===== config.mk =====
export PLATFORM = sky130hd
export DESIGN_NAME = fetch_ctrl
export DESIGN_NICKNAME = d
export VERILOG_FILES = /design/src/rtl/fetch_pkg.sv /design/src/rtl/fetch_buf.sv /design/src/rtl/fetch_ctrl.sv
export SDC_FILE = /design/constraint.sdc
export NUM_CORES = 1
export LEC_CHECK = 0
export CORE_AREA = 2 2 93 95
export CTS_CLUSTER_DIAMETER = 120
export CTS_CLUSTER_SIZE = 20
export DETAILED_ROUTE_END_ITERATION = 12
export DIE_AREA = 0 0 95 97
export PLACE_DENSITY = 0.67
export SLEW_MARGIN = 20
export SYNTH_ARGS = -nofsm -noshare
export SYNTH_HDL_FRONTEND = slang
export SYNTH_SLANG_ARGS = --single-unit

===== constraint.sdc =====
create_clock -name clk -period 2.94 [get_ports clk]
set_clock_uncertainty 0.1 [all_clocks]
set_input_delay 0.441 -clock clk [delete_from_list [all_inputs] [get_ports clk]]
set_output_delay 0.441 -clock clk [all_outputs]
set_load 0.02 [all_outputs]

===== src/rtl/fetch_pkg.sv =====
// Shared types and defaults for the instruction-fetch sequencer.
package fetch_pkg;

  localparam int ADDR_W_DEF  = 8;
  localparam int INSTR_W_DEF = 16;
  localparam int PC_STEP     = 2;
  localparam logic [ADDR_W_DEF-1:0] RESET_PC_DEF = 8'h00;

  typedef enum logic [1:0] {
    FETCH  = 2'd0,
    DRAIN  = 2'd1,
    HALTED = 2'd2
  } fetch_state_e;

endpackage


===== src/rtl/fetch_buf.sv =====
// Two-entry FIFO of {instr, pc}; entry 0 is always the head.
module fetch_buf #(
  parameter int W = 24
) (
  input  logic         clk,
  input  logic         rst_n,
  input  logic         push,
  input  logic         pop,
  input  logic         flush,
  input  logic [W-1:0] din,
  output logic [W-1:0] dout,
  output logic [1:0]   count
);

  logic [W-1:0] e0_q, e0_d;
  logic [W-1:0] e1_q, e1_d;
  logic [1:0]   cnt_q, cnt_d;
  logic         do_pop;
  logic         do_push;

  assign do_pop  = pop && (cnt_q != 2'd0);
  // A push into a full buffer is only legal when the head leaves in the same cycle.
  assign do_push = push && ((cnt_q != 2'd2) || do_pop);

  always_comb begin
    e0_d  = e0_q;
    e1_d  = e1_q;
    cnt_d = cnt_q;
    if (flush) begin
      cnt_d = 2'd0;
    end else begin
      case ({do_push, do_pop})
        2'b10: begin
          if (cnt_q == 2'd0) e0_d = din;
          else               e1_d = din;
          cnt_d = cnt_q + 2'd1;
        end
        2'b01: begin
          e0_d  = e1_q;
          cnt_d = cnt_q - 2'd1;
        end
        2'b11: begin
          if (cnt_q == 2'd2) begin
            e0_d = e1_q;
            e1_d = din;
          end else begin
            e0_d = din;
          end
        end
        default: ;
      endcase
    end
  end

  always_ff @(posedge clk or negedge rst_n) begin
    if (!rst_n) begin
      e0_q  <= '0;
      e1_q  <= '0;
      cnt_q <= 2'd0;
    end else begin
      e0_q  <= e0_d;
      e1_q  <= e1_d;
      cnt_q <= cnt_d;
    end
  end

  assign dout  = (cnt_q != 2'd0) ? e0_q : '0;
  assign count = cnt_q;

endmodule


===== src/rtl/fetch_ctrl.sv =====
// Fetch sequencer: owns the fetch PC, fills fetch_buf from imem and handles redirect/halt.
// Decode handshake: a transfer happens in every cycle where if_valid && id_ready are both high.
module fetch_ctrl
  import fetch_pkg::*;
#(
  parameter int                ADDR_W   = ADDR_W_DEF,
  parameter int                INSTR_W  = INSTR_W_DEF,
  parameter logic [ADDR_W-1:0] RESET_PC = ADDR_W'(RESET_PC_DEF)
) (
  input  logic               clk,
  input  logic               rst_n,
  output logic [ADDR_W-1:0]  imem_addr,
  output logic               imem_en,
  input  logic [INSTR_W-1:0] imem_rdata,
  output logic               if_valid,
  output logic [INSTR_W-1:0] if_instr,
  output logic [ADDR_W-1:0]  if_pc,
  input  logic               id_ready,
  input  logic               redirect_valid,
  input  logic [ADDR_W-1:0]  redirect_pc,
  input  logic               halt_req,
  output logic               halted,
  output logic               misalign_err,
  output fetch_state_e       dbg_state_o
);

  fetch_state_e              state_q, state_d;
  logic [ADDR_W-1:0]         pc_q, pc_d;
  logic                      mis_q, mis_d;
  logic                      pop;
  logic                      enq;
  logic                      flush;
  logic [1:0]                count;
  logic [INSTR_W+ADDR_W-1:0] buf_dout;

  assign if_valid = (count != 2'd0) && (state_q != HALTED);
  assign pop      = if_valid && id_ready;
  assign enq      = (state_q == FETCH) && !redirect_valid && !halt_req &&
                    ((count != 2'd2) || pop);

  always_comb begin
    state_d = state_q;
    pc_d    = pc_q;
    mis_d   = 1'b0;
    flush   = 1'b0;
    if (redirect_valid) begin
      state_d = FETCH;
      pc_d    = {redirect_pc[ADDR_W-1:1], 1'b0};
      mis_d   = redirect_pc[0];
      flush   = 1'b1;
    end else begin
      if (enq) pc_d = pc_q + ADDR_W'(PC_STEP);
      case (state_q)
        FETCH:   if (halt_req) state_d = DRAIN;
        // Halt completes on the edge that leaves the buffer empty.
        DRAIN:   if ((count == 2'd0) || ((count == 2'd1) && pop)) state_d = HALTED;
        HALTED:  ;
        default: state_d = FETCH;
      endcase
    end
  end

  always_ff @(posedge clk or negedge rst_n) begin
    if (!rst_n) begin
      state_q <= FETCH;
      pc_q    <= RESET_PC;
      mis_q   <= 1'b0;
    end else begin
      state_q <= state_d;
      pc_q    <= pc_d;
      mis_q   <= mis_d;
    end
  end

  fetch_buf #(
    .W(INSTR_W + ADDR_W)
  ) u_buf (
    .clk   (clk),
    .rst_n (rst_n),
    .push  (enq),
    .pop   (pop),
    .flush (flush),
    .din   ({imem_rdata, pc_q}),
    .dout  (buf_dout),
    .count (count)
  );

  assign imem_addr    = pc_q;
  assign imem_en      = enq;
  assign if_instr     = buf_dout[INSTR_W+ADDR_W-1:ADDR_W];
  assign if_pc        = buf_dout[ADDR_W-1:0];
  assign halted       = (state_q == HALTED);
  assign misalign_err = mis_q;
  assign dbg_state_o  = state_q;

endmodule


# [After elaboration in Yosys (flattened, before gate mapping)]
# Index checks and enable logic that the tools add are counted.
[totals] reg_bits=61 word_cells=65 input_bits=29 out_inout_bits=38
[classes] n_reduce_logical=23 n_eq_ne=15 n_mux=17 addsub=3 bitwise=1
[ops] operator="two-way mux 24 bit" count=5
[ops] operator="one-hot mux 24 bit (3 select lines)" count=1
[ops] operator="one-hot mux 24 bit (2 select lines)" count=1
[ops] operator="two-way mux 8 bit" count=2
[ops] operator="inequality test 2 bit (second input constant)" count=5
[ops] operator="adder 8 x 2 -> 8 bit (second input constant)" count=1
[ops] operator="== test 2 bit (second input constant)" count=4
[ops] operator="logical AND 1 bit" count=8
[ops] operator="two-way mux 2 bit" count=4
[ops] operator="== test 2 x 1 -> 1 bit (second input constant)" count=3
[ops] operator="inequality test 3 bit (second input constant)" count=2
[ops] operator="one-hot mux 2 bit (3 select lines)" count=1
[ops] operator="AND reduction 3 bit" count=2
[ops] operator="nonzero test 2 bit" count=3
[ops] operator="nonzero test 3 bit" count=2
[ops] operator="zero test 2 bit" count=2
[ops] operator="one-hot mux 2 bit (2 select lines)" count=1
[ops] operator="AND reduction 4 bit" count=1
[ops] operator="logical OR 1 bit" count=3
[ops] operator="adder 2 x 1 -> 2 bit (second input constant)" count=1
[ops] operator="zero test 1 bit" count=2
[ops] operator="two-way mux 1 bit" count=2
[ops] operator="inequality test 2 x 1 -> 1 bit (second input constant)" count=1
[ops] operator="subtractor 2 x 1 -> 2 bit (second input constant)" count=1
[ops] operator="inverter 1 bit" count=1

# [Logic depth before layout (Yosys ltp)]
[depth] depth_word=9 depth_mapped=7 depth_no_buf=7

# [Hierarchy]
# From an unflattened synthesis, not the netlist that was laid out.
[hier_totals] hier_cells=266 area_unflattened_um2=2930.3
[modules_own_cells] mod="fetch_buf" seq_area_each_um2=1251.2 area_each_um2=2354.8 instances=1 cells_per_inst=204
[modules_own_cells] mod="fetch_ctrl" seq_area_each_um2=250.2 area_each_um2=575.6 instances=1 cells_per_inst=62

# [Worst setup path after synthesis]
# No wires, ideal clock.
[synth_timing] kind="register to register" start="register state_q[0] (netlist: dbg_state_o[0])" end="register u_buf.e0_q[10]" path_stages_with_launch=7 setup_time_ns=0.125 n_path_buf=1 slack_ns=0.749 t_arrival_ns=1.966 period_less_slack_ns=2.191 required_ns=2.715 path_cell_list="dfrtp_1 > or2b_4 > inv_2 > a211oi_4 > buf_6 > mux2_2 > mux2_4"
[synth_between] elab_chain_cells=9 word_cells_on_any_way=18 cone_classes="eq/ne: 5; mux: 1; reduce/logical: 12"
[synth_lines] item="start: declaration" line="fetch_ctrl.sv:27" text="fetch_state_e state_q, state_d;"
[synth_lines] item="start signal: assignment" line="fetch_ctrl.sv:69" text="state_q <= state_d;"
[synth_lines] item="inequality test 2 bit" line="fetch_ctrl.sv:36" text="assign if_valid = (count != 2'd0) && (state_q != HALTED);"
[synth_lines] item="logical AND 1 bit" line="fetch_ctrl.sv:36"
[synth_lines] item="logical AND 1 bit" line="fetch_ctrl.sv:37" text="assign pop = if_valid && id_ready;"
[synth_lines] item="logical OR 1 bit or logical AND 1 bit (tied branches)" line="fetch_ctrl.sv:39, fetch_buf.sv:21"
[synth_lines] item="logical AND 1 bit or logical OR 1 bit (tied branches)" line="fetch_ctrl.sv:38, fetch_buf.sv:23"
[synth_lines] item="logical AND 1 bit" line="fetch_buf.sv:23" text="assign do_push = push && ((cnt_q != 2'd2) || do_pop);"
[synth_lines] item="== test 2 bit or == test 2 x 1 -> 1 bit (tied branches)" line="fetch_buf.sv:32" text="case ({do_push, do_pop})"
[synth_lines] item="inequality test 2 bit (no source line) or nonzero test 3 bit (tied branches)"
[synth_lines] item="AND reduction 3 bit (no source line)"
[synth_lines] item="end signal: assignment" line="fetch_buf.sv:57" text="e0_q <= '0;"
[synth_lines] item="end signal: assignment" line="fetch_buf.sv:61" text="e0_q <= e0_d;"
[synth_lines] item="end: declaration" line="fetch_buf.sv:15" text="logic [W-1:0] e0_q, e0_d;"
# Parallel ways exist; a longest one is shown, timed or not.
# A chain may end at the register's enable or synchronous reset.

# [Final worst setup path]
[layout_timing] start="register u_buf.cnt_q[0] (netlist: u_buf.count[0])" end="output port imem_en"
[layout_between] elab_chain_cells=5 word_cells_on_any_way=6 cone_classes="eq/ne: 1; reduce/logical: 5"
[layout_lines] item="start: declaration" line="fetch_buf.sv:17" text="logic [1:0] cnt_q, cnt_d;"
[layout_lines] item="start signal: assignment" line="fetch_buf.sv:63" text="cnt_q <= cnt_d;"
[layout_lines] item="nonzero test 2 bit" line="fetch_ctrl.sv:36"
[layout_lines] item="logical AND 1 bit" line="fetch_ctrl.sv:36"
[layout_lines] item="logical AND 1 bit" line="fetch_ctrl.sv:37"
[layout_lines] item="logical OR 1 bit *" line="fetch_ctrl.sv:39" text="((count != 2'd2) || pop);"
[layout_lines] item="logical AND 1 bit *" line="fetch_ctrl.sv:38" text="assign enq = (state_q == FETCH) && !redirect_valid && !halt_req &&"
[layout_lines] item="end: declaration" line="fetch_ctrl.sv:13" text="output logic imem_en,"
# Mark *: on every way between the ends. The rest lies on a longest branch, timed or not.

==> summary.md <==
• finished clean — result of the run
• 51.9% — Final Util
• 4 — top fanout value on the critical path
• 0.221 ns — worst setup slack after layout
• 0 — setup repair bufs after CTS
• 0.07 ns — CTS clock-pin slew for the worst setup and hold paths
• 0 — number of warnings printed during yosys synthesis
• 1.84 nW — leakage power total
• 893 mW/mm^2 — total power divided by cell area
• 0.752 ns — transition at the pin with the smallest max-transition slack
• 0.00403 mm^2 — instance area after placement
• 4 — first-pass iteration count of the detailed router
• 10700 um — wire length of the first global-routing pass
• 13.4 um^2 — average cell area after synthesis
• 92.5% — final critical-path share of the clock period
• 0 — Fin. Hold Viols
• register — startpoint kind of the worst setup timing path
• 30.8% — layout overhead on the synthesized area
• 3.77 mW — Power, Total
• 2090 — Vias
• sky130_fd_sc_hd__clkdlybuf4s50_1 — highest-delay cell along the critical path
• 44.4% — proportion of power drawn by combinational gates
• 0 — Resize count post-CTS
• 2.18 ns — data arrival time of the critical path
• 42 — Distinct cells, synth
• 33 — standard-cell rows
• 0 — number of diodes added for antenna fixing
• 0.319 ns — worst setup slack before clock tree synthesis
• inv_1, ha_1, inv_1, o2111ai_1, inv_1, clkdlybuf4s50_1 — CP Cell Sequence
• sky130_fd_sc_hd__inv_1 — most frequent CP cell
• 57 — number of violations reported at the end of detailed-routing iteration 0
• 19.4% — clock network fraction of total power
• sky130_fd_sc_hd__clkbuf_8 — clock root buffer
• 95 um — overall die width
• 2.40 ns — endpoint required time on the critical path
• 240 — number of cells produced by synthesis
• 0.00922 mm^2 — Die Footprint
• 0.54 ns — delay contributed by the slowest stage of the critical path
• 97 um — floorplan die height
• 1.17 mW — switching power of the nets
• 36.2% — Seq pwr share
• 0.827 — final weighted congestion in routability-driven placement
• 31.1% — Sw Share
• 0 — number of antenna violations at the first check in global routing
• 45.8% — share of synthesized area occupied by flip-flops and latches
• 0.000325 V — Worst VDD drop
• done — TritonCTS clock tree
• 2.72 ns — Period minus WS final
• 0 — Max-cap violations
• 0.33 ns — clock latency of the later-clocked register in the worst-skew pair
• 59 — number of storage elements in the synthesis netlist
• 65 — Port Buf Inserts
• 9 — clock buffer count from CTS
• 4420 um — hpwl dp
• 0.00323 mm^2 — synthesized cell area
• 2093 — number of global-route vias before repair
• 67 — number of placed I/O pins
• 409 — # placed instances
• 2.60 mW — internal power
• 0 — DRC violation count after routing
• sky130_fd_sc_hd__dfrtp_1 — most instantiated flip-flop cell in the synthesis netlist
• 0 — total grt overflow
• 60 — maximum number of pins on one net before global-route repair
• 39.7% — Starting Density
• 0.00813 mm^2 — area of the core
• 2 — number of buffers between clock root and the deepest sink
• 49.8% — Max-Slew Margin vs Limit
• 14.7% — Total Routing Usage GR
• 59 — total number of clock tree sinks
• 100% — fraction of synthesis flops using an asynchronous set or reset pin
• 424 — Post-Layout Cell Count
• 4.93 — routed via count divided by cell count
• no — unrepaired setup endpoints after global routing
• 6470 um — final wirelength
• reg2out — Crit Path Class
• 15.3 um — detail-routed net length per standard cell
• 368 MHz — top achievable clock speed
• output pin — Crit. End Element
• 0.00422 mm^2 — post-route cell area
• 3 — H-tree Lvls
• 0.163 ns — hold slack
• 0 — max-slew violation total from the final report
• 273 — number of nets in the synthesized netlist
• 0 — number of nets still failing antenna checks after routing
• 0 ns — Setup TNS Final
• in2async — min-delay worst type
• 348 — final net count
• 32.9% — ratio of cells with drive above 1 in the final layout
• 0 — setup violators final
• 0 — number of synthesized flops with an enable pin
• 0 — Hold Buf Count CTS
## layout by cell type, fill, tap and decap left out, types with 3 or more instances in the layout
cell type                         instances
sky130_fd_sc_hd__clkdlybuf4s50_1         64
sky130_fd_sc_hd__dfrtp_1                 59
sky130_fd_sc_hd__mux2_4                  43
sky130_fd_sc_hd__nor2b_1                 26
sky130_fd_sc_hd__mux2_2                  26
sky130_fd_sc_hd__clkbuf_8                11
sky130_fd_sc_hd__inv_1                   10
sky130_fd_sc_hd__buf_4                    7
sky130_fd_sc_hd__nor3_1                   6
sky130_fd_sc_hd__nor2_1                   5
sky130_fd_sc_hd__nand2_1                  5
sky130_fd_sc_hd__a21oi_1                  4
sky130_fd_sc_hd__a211oi_1                 4
sky130_fd_sc_hd__ha_1                     4
sky130_fd_sc_hd__buf_12                   4
sky130_fd_sc_hd__and3_1                   3
## logic make-up (layout without fill, tap and decap cells)
family | count (synthesis) | count (layout) | synth area share [%]
compound gates | 25 | 25 | 6.86
fa+ha+maj | 4 | 4 | 1.55
flops | 59 | 59 | 45.8
mux | 70 | 70 | 29.4
buf+inv | 23 | 102 | 4.65
other cells | 1 | 1 | 0.116
simple gates | 58 | 58 | 11.7
## Yosys cell counts, types with 3 or more instances
master / instances / area share (%)
sky130_fd_sc_hd__dfrtp_1: 59 / 46
sky130_fd_sc_hd__mux2_4: 43 / 20
sky130_fd_sc_hd__mux2_2: 26 / 9.1
sky130_fd_sc_hd__nor2b_1: 26 / 5.0
sky130_fd_sc_hd__inv_1: 10 / 1.2
sky130_fd_sc_hd__nor3_1: 6 / 0.93
sky130_fd_sc_hd__buf_6: 5 / 1.7
sky130_fd_sc_hd__nand2_1: 5 / 0.58
sky130_fd_sc_hd__nor2_1: 5 / 0.58
sky130_fd_sc_hd__a211oi_1: 4 / 0.93
sky130_fd_sc_hd__a21oi_1: 4 / 0.62
sky130_fd_sc_hd__clkbuf_1: 4 / 0.47
sky130_fd_sc_hd__ha_1: 4 / 1.6
sky130_fd_sc_hd__and3_1: 3 / 0.58
## state kept, by name (all words and copies together), names as in the netlist
signal / flops
misalign_err: 1
imem_addr: 7
u_buf.count: 2
u_buf.e0_q: 24
u_buf.e1_q: 23
dbg_state_o: 2
## critical path: cells and delay by family, from the launching register on
| kind | cells | cell delay [ns] |
|---|---|---|
| fa+ha+maj | 1 | 0.29 |
| buf+inv | 4 | 0.89 |
| compound gates | 1 | 0.27 |
| flops | 1 | 0.40 |
## per-layer routing
| metal | up-vias | global-route usage [%] | wire, um |
|---|---|---|---|
| li1 | 996 | - | - |
| met1 | 1031 | 20.8 | 3160 |
| met2 | 59 | 22.2 | 2930 |
| met3 | 4 | 4.36 | 331 |
| met4 | 0 | 3.68 | 48 |
| met5 | - | 0 | 0 |
## layout make-up
type,count,area [um^2]
Timing Repair Buffer,76,778
Clock buffer,13,159
Clock inverter,2,35.0
Tap cell,105,131
Fill cell,716,3910
Inverter,11,41.3
Multi-Input combinational cell,158,1600
Sequential cell,59,1480
## power by group through the flow
stage,registers [mW],clock network (mW),logic [mW]
3_5_place_dp,1.37,0,1.69
2_1_floorplan,1.32,0,1.18
6_report,1.36,0.731,1.68
4_1_cts,1.36,0.753,1.70
3_3_place_gp,1.36,0,1.66
5_1_grt,1.41,0.795,1.79
## path summary, 6_finish.rpt
check,depth (start not counted),from,end,slack [ns]
min in group clk,1,u_buf.e0_q[1],u_buf.e0_q[1],0.40
max in group asynchronous,2,rst_n,u_buf.count[1],2.08
worst max-delay path,6,u_buf.count[0],imem_en,0.22
worst max register to register,7,u_buf.count[0],u_buf.e0_q[3],0.61
worst min-delay path,2,rst_n,u_buf.e0_q[12],0.16
worst min register to register,1,u_buf.e0_q[1],u_buf.e0_q[1],0.40
No activity file was read; power rests on OpenSTA's default activity.
